File: src/rtl/sram_arb_pkg.sv
`default_nettype none
// ============================================================================
// Package     : sram_arb_pkg
// Description : Shared types and constants for the SRAM port arbiter:
//               controller state codes, grant identifiers and the slice of
//               the CPU byte address that forms the SRAM word address.
// Revision    : 1.0  initial release
// ============================================================================
package sram_arb_pkg;

  // Byte address bits that select a 32-bit word in the SRAM
  localparam int ADDR_LSB = 2;
  localparam int ADDR_MSB = 21;
  localparam int SRAM_AW  = ADDR_MSB - ADDR_LSB + 1;

  // Access sequencer states
  typedef enum logic [2:0] {
    ST_IDLE     = 3'd0,
    ST_RD       = 3'd1,
    ST_WR_SETUP = 3'd2,
    ST_WR_PULSE = 3'd3,
    ST_WR_HOLD  = 3'd4,
    ST_DONE     = 3'd5
  } arb_state_t;

  // Which CPU port owns the current access
  typedef enum logic {
    GRANT_IF = 1'b0,
    GRANT_D  = 1'b1
  } grant_t;

  // Extract the SRAM word address from a CPU byte address
  function automatic logic [SRAM_AW-1:0] word_addr(input logic [31:0] byte_addr);
    return byte_addr[ADDR_MSB:ADDR_LSB];
  endfunction

endpackage
`default_nettype wire

File: src/rtl/sram_port_arbiter_if.sv
`default_nettype none
// ============================================================================
// Interface   : sram_port_arbiter_if
// Description : Bundles the two CPU request ports (instruction fetch and
//               load/store) together with the external SRAM chip pins.
//               slave  = arbiter view, master = CPU/chip side view.
// Revision    : 1.0  initial release
// ============================================================================
interface sram_port_arbiter_if;
  import sram_arb_pkg::*;

  // Instruction-fetch port
  logic               if_req;
  logic [31:0]        if_addr;
  logic [31:0]        if_rdata;
  logic               if_ack;

  // Data (load/store) port
  logic               d_req;
  logic               d_we;
  logic [31:0]        d_addr;
  logic [31:0]        d_wdata;
  logic [3:0]         d_be;
  logic [31:0]        d_rdata;
  logic               d_ack;

  // SRAM chip pins
  logic [SRAM_AW-1:0] sram_addr;
  logic [31:0]        sram_wdata;
  logic [31:0]        sram_rdata;
  logic               sram_dout_en;
  logic               sram_ce_n;
  logic               sram_oe_n;
  logic               sram_we_n;
  logic [3:0]         sram_be_n;

  modport slave (
    input  if_req, if_addr,
    input  d_req, d_we, d_addr, d_wdata, d_be,
    input  sram_rdata,
    output if_rdata, if_ack,
    output d_rdata, d_ack,
    output sram_addr, sram_wdata, sram_dout_en,
    output sram_ce_n, sram_oe_n, sram_we_n, sram_be_n
  );

  modport master (
    output if_req, if_addr,
    output d_req, d_we, d_addr, d_wdata, d_be,
    output sram_rdata,
    input  if_rdata, if_ack,
    input  d_rdata, d_ack,
    input  sram_addr, sram_wdata, sram_dout_en,
    input  sram_ce_n, sram_oe_n, sram_we_n, sram_be_n
  );

endinterface
`default_nettype wire

File: src/rtl/sram_port_arbiter.sv
`default_nettype none
// ============================================================================
// Module      : sram_port_arbiter
// Description : Shares one asynchronous 32-bit SRAM between the CPU
//               instruction-fetch and data ports. Alternates grants when
//               both ports are pending, sequences ce_n/oe_n/we_n/be_n with a
//               WAIT_CYCLES strobe width and returns a one-cycle ack.
//               All chip pins are registered so they are glitch-free.
// Revision    : 1.0  initial release
// ============================================================================
module sram_port_arbiter
  import sram_arb_pkg::*;
#(
  parameter int WAIT_CYCLES = 2   // strobe width in clocks, 1..15
) (
  input  logic               clk,
  input  logic               rst,
  sram_port_arbiter_if.slave bus
);

  // Value loaded into the wait counter when a strobe phase starts
  localparam logic [3:0] c_wait_load = 4'(WAIT_CYCLES - 1);

  // Sequencer state and grant bookkeeping
  arb_state_t         r_state;
  arb_state_t         w_next_state;
  grant_t             r_grant;
  grant_t             r_last_grant;
  grant_t             w_grant;
  logic               w_accept;

  // Wait counter
  logic [3:0]         r_wait_cnt;
  logic               w_cnt_zero;
  logic               w_cnt_load;

  // Latched access attributes
  logic [SRAM_AW-1:0] r_addr;
  logic [31:0]        r_wdata;
  logic [3:0]         r_be;
  logic [3:0]         w_be_src;

  // Returned data and acks
  logic [31:0]        r_if_rdata;
  logic [31:0]        r_d_rdata;
  logic               r_if_ack;
  logic               r_d_ack;

  // Chip control pins, decoded from the upcoming state then registered
  logic               r_ce_n;
  logic               r_oe_n;
  logic               r_we_n;
  logic               r_dout_en;
  logic [3:0]         r_be_n;
  logic               w_ce_n;
  logic               w_oe_n;
  logic               w_we_n;
  logic               w_dout_en;
  logic [3:0]         w_be_n;

  // Address bits outside the word slice carry no meaning for the chip
  logic               w_unused_bits;
  assign w_unused_bits = ^{bus.if_addr[31:ADDR_MSB+1], bus.if_addr[ADDR_LSB-1:0],
                           bus.d_addr[31:ADDR_MSB+1],  bus.d_addr[ADDR_LSB-1:0]};

  assign w_cnt_zero = (r_wait_cnt == 4'd0);

  // State register
  always_ff @(posedge clk or posedge rst) begin
    if (rst) begin
      r_state <= ST_IDLE;
    end else begin
      r_state <= w_next_state;
    end
  end

  // Next-state, grant selection and pin decode for the upcoming state
  always_comb begin
    w_next_state = r_state;
    w_grant      = r_grant;
    w_accept     = 1'b0;
    w_cnt_load   = 1'b0;
    w_ce_n       = 1'b1;
    w_oe_n       = 1'b1;
    w_we_n       = 1'b1;
    w_dout_en    = 1'b0;
    w_be_n       = 4'hF;
    w_be_src     = r_be;

    case (r_state)
      ST_IDLE: begin
        if (bus.if_req || bus.d_req) begin
          w_accept = 1'b1;
          // With both ports pending, the one not served last goes first
          if (bus.if_req && bus.d_req) begin
            w_grant = (r_last_grant == GRANT_IF) ? GRANT_D : GRANT_IF;
          end else if (bus.d_req) begin
            w_grant = GRANT_D;
          end else begin
            w_grant = GRANT_IF;
          end
          w_next_state = ((w_grant == GRANT_D) && bus.d_we) ? ST_WR_SETUP : ST_RD;
        end
      end
      ST_RD: begin
        if (w_cnt_zero) begin
          w_next_state = ST_DONE;
        end
      end
      ST_WR_SETUP: begin
        w_next_state = ST_WR_PULSE;
      end
      ST_WR_PULSE: begin
        if (w_cnt_zero) begin
          w_next_state = ST_WR_HOLD;
        end
      end
      ST_WR_HOLD: begin
        w_next_state = ST_DONE;
      end
      ST_DONE: begin
        w_next_state = ST_IDLE;
      end
      default: begin
        w_next_state = ST_IDLE;
      end
    endcase

    // The counter restarts whenever a strobe phase is entered
    w_cnt_load = (w_next_state != r_state) &&
                 ((w_next_state == ST_RD) || (w_next_state == ST_WR_PULSE));

    // On the accept edge the byte enables are not latched yet
    if (w_accept) begin
      w_be_src = bus.d_be;
    end

    case (w_next_state)
      ST_RD: begin
        w_ce_n = 1'b0;
        w_oe_n = 1'b0;
        w_be_n = 4'h0;
      end
      ST_WR_SETUP, ST_WR_HOLD: begin
        w_ce_n    = 1'b0;
        w_dout_en = 1'b1;
        w_be_n    = ~w_be_src;
      end
      ST_WR_PULSE: begin
        w_ce_n    = 1'b0;
        w_we_n    = 1'b0;
        w_dout_en = 1'b1;
        w_be_n    = ~w_be_src;
      end
      default: begin
        w_ce_n = 1'b1;
      end
    endcase
  end

  // Wait counter: loaded on strobe entry, counts down to zero
  always_ff @(posedge clk or posedge rst) begin
    if (rst) begin
      r_wait_cnt <= 4'd0;
    end else if (w_cnt_load) begin
      r_wait_cnt <= c_wait_load;
    end else if (!w_cnt_zero &&
                 ((r_state == ST_RD) || (r_state == ST_WR_PULSE))) begin
      r_wait_cnt <= r_wait_cnt - 4'd1;
    end
  end

  // Latch grant and access attributes on accept; track last served port
  always_ff @(posedge clk or posedge rst) begin
    if (rst) begin
      r_grant      <= GRANT_IF;
      r_last_grant <= GRANT_IF;
      r_addr       <= '0;
      r_wdata      <= '0;
      r_be         <= '0;
    end else begin
      if (w_accept) begin
        r_grant <= w_grant;
        r_addr  <= word_addr((w_grant == GRANT_D) ? bus.d_addr : bus.if_addr);
        if (w_grant == GRANT_D) begin
          r_wdata <= bus.d_wdata;
          r_be    <= bus.d_be;
        end
      end
      if (r_state == ST_DONE) begin
        r_last_grant <= r_grant;
      end
    end
  end

  // Capture read data at the end of the last read strobe cycle
  always_ff @(posedge clk or posedge rst) begin
    if (rst) begin
      r_if_rdata <= '0;
      r_d_rdata  <= '0;
    end else if ((r_state == ST_RD) && w_cnt_zero) begin
      if (r_grant == GRANT_IF) begin
        r_if_rdata <= bus.sram_rdata;
      end else begin
        r_d_rdata  <= bus.sram_rdata;
      end
    end
  end

  // Register chip controls and the single-cycle acks
  always_ff @(posedge clk or posedge rst) begin
    if (rst) begin
      r_ce_n    <= 1'b1;
      r_oe_n    <= 1'b1;
      r_we_n    <= 1'b1;
      r_dout_en <= 1'b0;
      r_be_n    <= 4'hF;
      r_if_ack  <= 1'b0;
      r_d_ack   <= 1'b0;
    end else begin
      r_ce_n    <= w_ce_n;
      r_oe_n    <= w_oe_n;
      r_we_n    <= w_we_n;
      r_dout_en <= w_dout_en;
      r_be_n    <= w_be_n;
      r_if_ack  <= (w_next_state == ST_DONE) && (w_grant == GRANT_IF);
      r_d_ack   <= (w_next_state == ST_DONE) && (w_grant == GRANT_D);
    end
  end

  assign bus.sram_addr    = r_addr;
  assign bus.sram_wdata   = r_wdata;
  assign bus.sram_ce_n    = r_ce_n;
  assign bus.sram_oe_n    = r_oe_n;
  assign bus.sram_we_n    = r_we_n;
  assign bus.sram_be_n    = r_be_n;
  assign bus.sram_dout_en = r_dout_en;
  assign bus.if_rdata     = r_if_rdata;
  assign bus.if_ack       = r_if_ack;
  assign bus.d_rdata      = r_d_rdata;
  assign bus.d_ack        = r_d_ack;

endmodule
`default_nettype wire

File: src/flat_wrapper.sv
// flat-port wrapper written by rule: the top's interface ports become plain ports
module sram_port_arbiter_flat import sram_arb_pkg::*;
#(
  parameter int WAIT_CYCLES = 2                                   
)
  (clk, rst, bus_if_req, bus_if_addr, bus_d_req, bus_d_we, bus_d_addr, bus_d_wdata, bus_d_be, bus_sram_rdata, bus_if_rdata, bus_if_ack, bus_d_rdata, bus_d_ack, bus_sram_addr, bus_sram_wdata, bus_sram_dout_en, bus_sram_ce_n, bus_sram_oe_n, bus_sram_we_n, bus_sram_be_n);
  sram_port_arbiter_if bus_i ();
  input  logic clk;
  input  logic rst;
  input wire logic [$bits(bus_i.if_req)-1:0] bus_if_req;
  input wire logic [$bits(bus_i.if_addr)-1:0] bus_if_addr;
  input wire logic [$bits(bus_i.d_req)-1:0] bus_d_req;
  input wire logic [$bits(bus_i.d_we)-1:0] bus_d_we;
  input wire logic [$bits(bus_i.d_addr)-1:0] bus_d_addr;
  input wire logic [$bits(bus_i.d_wdata)-1:0] bus_d_wdata;
  input wire logic [$bits(bus_i.d_be)-1:0] bus_d_be;
  input wire logic [$bits(bus_i.sram_rdata)-1:0] bus_sram_rdata;
  output wire logic [$bits(bus_i.if_rdata)-1:0] bus_if_rdata;
  output wire logic [$bits(bus_i.if_ack)-1:0] bus_if_ack;
  output wire logic [$bits(bus_i.d_rdata)-1:0] bus_d_rdata;
  output wire logic [$bits(bus_i.d_ack)-1:0] bus_d_ack;
  output wire logic [$bits(bus_i.sram_addr)-1:0] bus_sram_addr;
  output wire logic [$bits(bus_i.sram_wdata)-1:0] bus_sram_wdata;
  output wire logic [$bits(bus_i.sram_dout_en)-1:0] bus_sram_dout_en;
  output wire logic [$bits(bus_i.sram_ce_n)-1:0] bus_sram_ce_n;
  output wire logic [$bits(bus_i.sram_oe_n)-1:0] bus_sram_oe_n;
  output wire logic [$bits(bus_i.sram_we_n)-1:0] bus_sram_we_n;
  output wire logic [$bits(bus_i.sram_be_n)-1:0] bus_sram_be_n;
  assign bus_i.if_req = bus_if_req;
  assign bus_i.if_addr = bus_if_addr;
  assign bus_i.d_req = bus_d_req;
  assign bus_i.d_we = bus_d_we;
  assign bus_i.d_addr = bus_d_addr;
  assign bus_i.d_wdata = bus_d_wdata;
  assign bus_i.d_be = bus_d_be;
  assign bus_i.sram_rdata = bus_sram_rdata;
  assign bus_if_rdata = bus_i.if_rdata;
  assign bus_if_ack = bus_i.if_ack;
  assign bus_d_rdata = bus_i.d_rdata;
  assign bus_d_ack = bus_i.d_ack;
  assign bus_sram_addr = bus_i.sram_addr;
  assign bus_sram_wdata = bus_i.sram_wdata;
  assign bus_sram_dout_en = bus_i.sram_dout_en;
  assign bus_sram_ce_n = bus_i.sram_ce_n;
  assign bus_sram_oe_n = bus_i.sram_oe_n;
  assign bus_sram_we_n = bus_i.sram_we_n;
  assign bus_sram_be_n = bus_i.sram_be_n;
  sram_port_arbiter #(.WAIT_CYCLES(WAIT_CYCLES)) u_core (.clk(clk), .rst(rst), .bus(bus_i));
endmodule
File: config.mk
export PLATFORM = sky130hd
export DESIGN_NAME = sram_port_arbiter_flat
export DESIGN_NICKNAME = d
export VERILOG_FILES = /design/src/rtl/sram_arb_pkg.sv /design/src/rtl/sram_port_arbiter_if.sv /design/src/rtl/sram_port_arbiter.sv /design/src/flat_wrapper.sv
export SDC_FILE = /design/constraint.sdc
export NUM_CORES = 1
export LEC_CHECK = 0
export BUFFER_PORTS_ARGS = -buffer_cell sky130_fd_sc_hd__buf_2
export CAP_MARGIN = 20
export CORE_ASPECT_RATIO = 0.75
export CORE_UTILIZATION = 42
export CTS_CLUSTER_DIAMETER = 100
export DETAILED_ROUTE_END_ITERATION = 8
export PLACE_DENSITY = 0.86
export SLEW_MARGIN = 20
export SYNTH_ARGS = -nofsm -noshare
export SYNTH_HDL_FRONTEND = slang
export SYNTH_SLANG_ARGS = --single-unit
File: constraint.sdc
create_clock -name clk -period 4.7 [get_ports clk]
set_input_delay 0.94 -clock clk [delete_from_list [all_inputs] [get_ports clk]]
set_output_delay 0.94 -clock clk [all_outputs]
set_load 0.05 [all_outputs]
==> results.yml <==
synth:
  syn_area_per_cell_sq_um: 14.5
  syn-num-nets: 520
  synthFlopType: "dfrtp_1"
  seq_area_frac_synth: 0.631
  ys_ff_latch: 139
  yosys.cell_types.count: 36
  synth_cells: 382
  synth_top_area_frac: 0.597
  synth_most_common_cell: "dfrtp_1"
  synthArstFlopShare: 1.00
  synth_area_sq_um: 5530
  synth_top_cells_by_count: "dfrtp_1, mux2_2, nand2_1, mux2i_1, o21ai_1"
  synth_area_leader_cell: "dfrtp_1"
  synth_edf_count: 0
  ys_top_cells_by_area: "dfrtp_1, mux2_2, mux2i_1"
  ys_warn_count: 0
drt:
  ant_nets: 0
  viasPerCell: 4.93
  wirelength_microns: 12400
  num_vias: 3960
  wl_per_cell_microns: 15.4
  post-route-drc-count: 0
  first_pass_iters: 5
  dr.first_iter.drc_count: 224
clock_tree:
  clk_path_buf_depth: 2
  cts_buffers: 17
  cts.clk_slew.worst_paths_ps: 60
  cts.htree.levels: 4
  cts_root_buffer: "clkbuf_16"
  cts_resized: 0
  tritoncts: "yes"
  post_cts.repair.setup_buffers: 0
  cts_sinks: 139
  cts_hold_buf: 0
  clkLatencyLatePin_ps: 410
die:
  start_util: 0.440
  fp.dieW_microns: 134
  ios: 263
  die_h_microns: 101
  dieArea_sq_um: 13600
  coreArea_sq_um: 12600
  rows: 35
timing:
  period_share: 0.569
  maxSlewHeadroom: 0.305
  rsz0062_at_grt: "false"
  fin_tns_setup_ps: 0
  slew_violations: 0
  clock_skew_ps: 10.5
  fmax_ghz: 0.374
  finalCriticalPeriod_ps: 2670
  hold_viol_final: 0
  setup_viol: 0
  max_slew.worst_pin.slew_ps: 1040
finish:
  layout-drive-gt1-share: 0.608
  n_antenna_cell: 0
  area_delta_synth_final_pct: 36.3
  fill_cells: 975
  nets: 762
critical_path:
  crit_type: "register to register"
  max_stage_delay_ps: 830
  crit_fanout: 36
  required_ps: 4980
  crit_path_end_kind: "register"
  arrival_ps: 2950
  slowest_stage: "nand3_2"
  cp-start-kind: "register"
  crit_chain: "nor3_2 > nand3_2 > mux2_2"
grt:
  grt_pass1_vias: 4013
  antenna_found_initial: 1
  grt_util_all_layers: 0.187
  grt_pass1_wl_microns: 19400
  grt_max_degree: 115
  grt_overflow: 0
run_status:
  status: "completed"
placement:
  port_buffers: 238
  dpl.hpwl_microns: 8820
  gp_congestion: 0.798
worst_hold_path:
  holdCritPathClass: "register to register"
flow_run:
  cap_violations: 0
-- sequential cells by signal, indices dropped and copies added, names as in the netlist, 3 cells and up --
| name | flops |
|---|---|
| u_core.bus.d_rdata | 32 |
| u_core.bus.sram_addr | 20 |
| u_core.r_be | 4 |
| u_core.r_wait_cnt | 4 |
| u_core.bus.sram_wdata | 32 |
| u_core.bus.if_rdata | 32 |
| u_core.bus.sram_be_n | 4 |
| u_core.r_state | 3 |
-- metal layers --
| layer | part of all wire | global-route usage | vias to the layer above |
|---|---|---|---|
| met2 | 0.51 | 0.326 | 160 |
| met3 | 0.071 | 0.0731 | 9 |
| li1 | - | - | 1841 |
| met5 | 0 | 0 | - |
| met4 | 0.011 | 0.0657 | 0 |
| met1 | 0.41 | 0.212 | 1950 |
-- final timing paths --
| check | to | slack [ps] | cells after the start | startpoint |
|---|---|---|---|---|
| max | u_core.bus.sram_wdata[4] | 2030 | 3 | u_core.r_state[2] |
| min | u_core.bus.sram_addr[15] | 480 | 2 | u_core.bus.sram_addr[15] |
| max reg2reg | u_core.bus.sram_wdata[4] | 2030 | 3 | u_core.r_state[2] |
| min reg2reg | u_core.bus.sram_addr[15] | 480 | 2 | u_core.bus.sram_addr[15] |
| max in group asynchronous | u_core.bus.sram_we_n | 2960 | 3 | rst |
| min in group asynchronous | u_core.bus.d_rdata[6] | 780 | 2 | rst |
-- layout by cell type (no fill, tap or decap), drive strengths merged, types with 7 or more instances in the layout --
cell,Yosys,routed
buf,14,242
clkbuf,5,19
dfrtp,132,132
dfstp,7,7
inv,5,9
mux2,102,102
mux2i,24,24
nand2,25,25
nor2,7,7
o21ai,27,27
-- kinds of logic after synthesis --
group                      synth area share
AOI/OAI and AO/OA                    0.0446
adders and majority gates           0.00226
buffers and inverters                0.0210
DFF                                   0.631
muxes                                 0.251
and+or+nand+nor                      0.0502
-- cell type report --
class / instances / area [sq um] / area share
repair buffers: 242 / 1240 / 0.165
clock buffers: 19 / 443 / 0.0588
flip-flops and latches: 139 / 3490 / 0.463
inverters: 5 / 23.8 / 0.00315
multi-input cells: 219 / 1950 / 0.258
clock inverters: 13 / 188 / 0.0249
well taps: 166 / 208 / 0.0276
-- metrics by stage --
stage	cell area (sq um)	util	setup slack [ps]	hold WS, ps	std cells
2_1_floorplan	5530	-	47.1	479	382
3_3_place_gp	6880	0.547	1810	463	770
3_5_place_dp	6880	0.547	1700	470	770
4_1_cts	7510	0.597	2000	484	802
5_1_grt	7540	0.600	1830	509	803
6_report	7540	0.600	2030	480	803
-- worst max-delay path, delay by kind of cell (launching register included) --
family           cells  cell delay [ps]
and+or+nand+nor      2             1380
DFF                  1              580
muxes                1              580
Power is not shown: default switching activity piles up to over one toggle a cycle in this logic, so the estimate is an artifact.
